===== src/rtl/iterative_multiplier.sv =====
// Iterative shift-add unsigned multiplier.
// One partial-product step per clock; a WIDTH x WIDTH product takes WIDTH CALC
// cycles, then a one-cycle DONE state before returning to IDLE.
module iterative_multiplier #(
    parameter int unsigned WIDTH = 6
) (
    input  logic                 clk,
    input  logic                 reset,
    input  logic                 start,
    input  logic [WIDTH-1:0]     A,
    input  logic [WIDTH-1:0]     B,
    output logic [2*WIDTH-1:0]   P,
    output logic                 busy,
    output logic                 done
);

    localparam int unsigned CntW = $clog2(WIDTH + 1);
    localparam logic [CntW-1:0] LastCnt = CntW'(WIDTH - 1);

    typedef enum logic [1:0] {
        StIdle,
        StCalc,
        StDone
    } state_e;

    state_e               state_q, state_d;
    logic [WIDTH-1:0]     mcand_q, mcand_d;
    logic [WIDTH-1:0]     hi_q, hi_d;
    logic [WIDTH-1:0]     lo_q, lo_d;
    logic                 c_q, c_d;
    logic [CntW-1:0]      cnt_q, cnt_d;
    logic [2*WIDTH-1:0]   p_q, p_d;

    // {C,Hi} after the conditional add, and {C,Hi,Lo} after the right shift
    logic [WIDTH:0]       sum;
    logic [2*WIDTH:0]     shifted;

    // One shift-add step computed from the current accumulator
    always_comb begin
        sum     = lo_q[0] ? ({1'b0, hi_q} + {1'b0, mcand_q}) : {c_q, hi_q};
        shifted = {sum, lo_q} >> 1;
    end

    // Next-state and datapath update
    always_comb begin
        state_d = state_q;
        mcand_d = mcand_q;
        hi_d    = hi_q;
        lo_d    = lo_q;
        c_d     = c_q;
        cnt_d   = cnt_q;
        p_d     = p_q;
        unique case (state_q)
            StIdle: begin
                if (start) begin
                    mcand_d = A;
                    lo_d    = B;
                    hi_d    = '0;
                    c_d     = 1'b0;
                    cnt_d   = '0;
                    state_d = StCalc;
                end
            end
            StCalc: begin
                c_d   = shifted[2*WIDTH];
                hi_d  = shifted[2*WIDTH-1:WIDTH];
                lo_d  = shifted[WIDTH-1:0];
                cnt_d = cnt_q + CntW'(1);
                if (cnt_q == LastCnt) begin
                    p_d     = shifted[2*WIDTH-1:0];
                    state_d = StDone;
                end
            end
            StDone: begin
                // start is deliberately ignored here
                state_d = StIdle;
            end
            default: begin
                state_d = StIdle;
            end
        endcase
    end

    // State and datapath registers, asynchronously cleared
    always_ff @(posedge clk or posedge reset) begin
        if (reset) begin
            state_q <= StIdle;
            mcand_q <= '0;
            hi_q    <= '0;
            lo_q    <= '0;
            c_q     <= 1'b0;
            cnt_q   <= '0;
            p_q     <= '0;
        end else begin
            state_q <= state_d;
            mcand_q <= mcand_d;
            hi_q    <= hi_d;
            lo_q    <= lo_d;
            c_q     <= c_d;
            cnt_q   <= cnt_d;
            p_q     <= p_d;
        end
    end

    // Status outputs decoded straight from the state register
    always_comb begin
        busy = (state_q == StCalc);
        done = (state_q == StDone);
        P    = p_q;
    end

endmodule


===== config.mk =====
export PLATFORM = sky130hd
export DESIGN_NAME = iterative_multiplier
export DESIGN_NICKNAME = d
export VERILOG_FILES = /design/src/rtl/iterative_multiplier.sv
export SDC_FILE = /design/constraint.sdc
export NUM_CORES = 1
export LEC_CHECK = 0
export ABC_AREA = 1
export BUFFER_PORTS_ARGS = -buffer_cell sky130_fd_sc_hd__buf_2
export CORE_ASPECT_RATIO = 0.9
export CORE_MARGIN = 1
export CORE_UTILIZATION = 50
export CTS_BUF_LIST = sky130_fd_sc_hd__clkbuf_8
export DETAILED_ROUTE_END_ITERATION = 6
export PLACE_DENSITY = 0.81
export SLEW_MARGIN = 20
export SYNTH_ARGS = -nofsm -noshare
export SYNTH_HDL_FRONTEND = slang
export SYNTH_SLANG_ARGS = --single-unit

===== constraint.sdc =====
create_clock -name clk -period 1.8 [get_ports clk]
set_input_delay 0.36 -clock clk [delete_from_list [all_inputs] [get_ports clk]]
set_output_delay 0.36 -clock clk [all_outputs]
set_load 0.1 [all_outputs]

# Yosys cells after proc, flatten, opt, wreduce, memory -nomap -nowiden
# Cells that the tools add are included.
# op_classes
add_sub_neg	2
eq_ne	5
mux	12
reduce_logical	6
# op_table
op	count
case mux 6 bit (2 select lines)	2
two-way mux 6 bit	2
AND reduction 2 bit	4
adder 6 x 6 -> 7 bit	1
two-way mux 7 bit	1
case mux 3 bit (2 select lines)	1
two-way mux 2 bit	2
case mux 2 bit (2 select lines)	1
adder 3 x 1 -> 3 bit (second input constant)	1
== test 3 bit (second input constant)	1
two-way mux 3 bit	1
== test 2 x 1 -> 1 bit (second input constant)	1
== test 2 bit (second input constant)	1
logical NOT 2 bit	1
!= test 2 x 1 -> 1 bit (second input constant)	1
!= test 2 bit (second input constant)	1
case mux 1 bit (2 select lines)	1
nonzero test 2 bit	1
two-way mux 1 bit	1
# totals
reg_bits	36
out_inout_bits	14

# Longest topological paths before layout
# logic_depth
depth_word	3
depth_mapped	10

# Worst setup path before layout
# OpenSTA, ideal clock, no wires.
# synth_path
path_type	register -> output
startpoint	register state_q[1]
endpoint	output done
arrival_time_ns	1.748
t_required_ns	1.440
path_slack_ns	-0.308
path_stages_with_launch	3
n_path_buf	0
path_cell_list	dfrtp_1 -> inv_1 -> nor2_1
# synth_between
elab_chain_len	1
# synth_lines
element	line_no	rtl
from (decl)	26	state_e state_q, state_d;
from (signal assigned)	87	state_q <= StIdle;
from (signal assigned)	95	state_q <= state_d;
== test 2 bit	108	done = (state_q == StDone);
to (decl)	14	output logic done
# No other way between the ends.

# Worst setup path after layout
# Ends and elaborated chain as after synthesis.

==> summary.md <==
| Metric | Value |
|---|---|
| Status | complete, no violations |
| Final Max Slew Viols | 0 |
| Commonest cells after routing, fill and taps aside | nand2_1, dfrtp_1, buf_2 |
| Multi-input gate area | 756 um^2 |
| Reg2reg setup slack | 0.19 ns |
| Critical path peak fanout | 2 |
| TritonCTS clock tree | done |
| Via Count | 1,349 |
| Die Span Y | 58.4 um |
| CTS max path bufs | 2 |
| Cell count of the worst reg-to-reg path | 9 |
| Layout cells sized above 1 | 24.8% |
| Nature of the critical path endpoint | primary output |
| Hold buffer count at cts | 0 |
| Core area | 0.00338 mm^2 |
| RSZ-0062 raised after global routing | false |
| First-pass GRT wire length | 5580 um |
| Final wirelength | 3270 um |
| Fmax | 597 MHz |
| Cell accounting for the most synthesized area | dfrtp_1 |
| N_diodes | 0 |
| DP HPWL | 2420 um |
| Synth Register Bits | 35 |
| Syn Inst Count | 193 |
| Hold WC Path Type | in -> async |
| Dominant cells by area after synthesis | dfrtp_1, nand2_1, ha_1 |
| CTS clk-pin slew, worst paths | 0.06 ns |
| Fin crit period | 1.68 ns |
| Final GP Congestion | 0.929 |
| Ys Warns | 0 |
| Largest net degree at the start of global routing | 36 |
| Worst-Skew Late Latency | 0.29 ns |
| Worst R2R Start | mcand_q[0] |
| FILL cells | 301 |
| Tcrit/Tclk final | 93.1% |
| Starting DRC count in detailed routing | 88 |
| Data arrival, critical path | 1.32 ns |
| GRT Util Overall | 20.2% |
| Cell Rows | 20 |
| Vias/cell | 5.00 |
| Final Skew | 0.00476 ns |
| Clk sinks | 35 |
| Maxcap violations | 0 |
| Gr ovfl total | 0 |
| Initial core utilization | 52.2% |
| Kind of critical path | reg -> out |
| Mapped Nets | 217 |
| TritonCTS Buffers | 5 |
| Die W | 64.6 um |
| Number of I/O pins | 29 |
| Vias in the first global route | 1,252 |
| Die area | 0.00377 mm^2 |
| Critical Path RT | 1.44 ns |
| Post-synthesis sequential area ratio | 49.6% |
| Slew HR | 67.8% |
| Share of the synthesized area in the top cell type | 49.6% |
| First-pass DRT Iterations | 4 |
| Area growth from synthesis to layout | 17.0% |
| Synth unique cells | 28 |
| Initial antenna violation count | 0 |
| Antenna viol nets, final | 0 |
| Residual DRC count | 0 |
| Netlist Area Pre-Place | 0.00176 mm^2 |
| Mean cell area of the mapped netlist | 9.14 um^2 |
| Final nets | 250 |
| Reg2reg end | hi_q[3] |
| Most common cell after layout, fill and taps aside | nand2_1 |
| Final number of setup-violating endpoints | 0 |
| Storage element area | 876 um^2 |
| Root Buffer | clkbuf_8 |
| Setup Total Neg Slack | 0 ns |
| PortBufs | 28 |
| Worst Tran Pin Value | 0.487 ns |
| Hold Vio Cnt, Final | 0 |
| H-tree depth | 2 |
| CP Launch Type | flop |
| Drt wl/cell | 12.1 um |
-- worst max path at each step --
stage | from | endpoint | slack, ns | depth (start not counted)
2_1_floorplan | state_q[1] | done | 0.15 | 2
3_3_place_gp | mcand_q[0] | hi_q[3] | 0.18 | 9
3_5_place_dp | mcand_q[0] | hi_q[3] | 0.08 | 10
4_1_cts | mcand_q[0] | hi_q[3] | 0.09 | 10
5_1_grt | hi_q[3] | hi_q[3] | 0.05 | 7
6_report | state_q[1] | done | 0.12 | 3
-- cell type report --
cell class	instances	area share, %
flip-flops and latches	35	42.4
multi-input cells	128	36.6
repair buffers	30	8.24
inverters	26	5.09
clock buffers	5	3.33
well taps	44	2.67
clock inverters	2	1.64
-- cells in the mapped netlist, drive strengths merged --
| library cell | number |
|---|---|
| nand4 | 1 |
| o211ai | 1 |
| or2 | 1 |
| o22ai | 3 |
| nand3b | 1 |
| a221oi | 5 |
| fa | 1 |
| nand2 | 58 |
| a22oi | 1 |
| ha | 8 |
| a21oi | 5 |
| nor2 | 7 |
| buf | 4 |
| a32o | 1 |
| o21ai | 18 |
| nand3 | 11 |
| dfrtp | 35 |
| nor3 | 5 |
| a31oi | 1 |
| inv | 26 |
-- critical path: stages, from the launching register on --
cell and delay (ns):
dfrtp_1 0.44, inv_1 0.09, nor2_2 0.07, buf_2 0.42
-- timing repair --
| item | in CTS | in global routing |
|---|---|---|
| setup endpoints to repair | 0 | 2 |
| gates resized for setup | 0 | 4 |
| setup buffers | 0 | 0 |
-- registers in the layout, summed over array words and instances (netlist names) --
name	flops
hi_q	6
state_q	2
cnt_q	3
lo_q	6
P	12
mcand_q	6
-- routing by layer --
metal | GRT usage, % | vias to the layer above | share of wire [%] | wire length (um)
li1 | - | 707 | - | -
met4 | 7.62 | 0 | 1.6 | 53
met5 | 0 | - | 0 | 0
met3 | 7.17 | 6 | 4.2 | 137
met1 | 26.8 | 613 | 49 | 1620
met2 | 30.7 | 23 | 45 | 1460
-- logic make-up (layout without fill, tap and decap cells) --
group                    Yosys count  in the layout  synth area share [%]
AND/OR/NAND/NOR                   84             84                  22.2
adder cells (fa/ha/maj)            9              9                  6.81
AO/OA/AOI/OAI                     35             35                  13.5
flip-flops                        35             35                  49.6
buffers and inverters             30             63                  7.80
-- metrics by stage --
stage	area, um^2	setup slack, ns	utilization [%]	instances	hold slack [ns]
after global routing	2060	0.0487	61.1	270	0.215
after CTS	2060	0.0943	61.0	270	0.177
after global placement	1960	0.180	58.0	263	0.458
after floorplan	1770	0.149	-	193	0.448
after detailed placement	1960	0.0776	58.0	263	0.462
final	2060	0.124	61.1	270	0.162
Power is left out: the tool's default activity adds up to more than one toggle a clock period on the data nets, which glitch-free logic cannot reach.
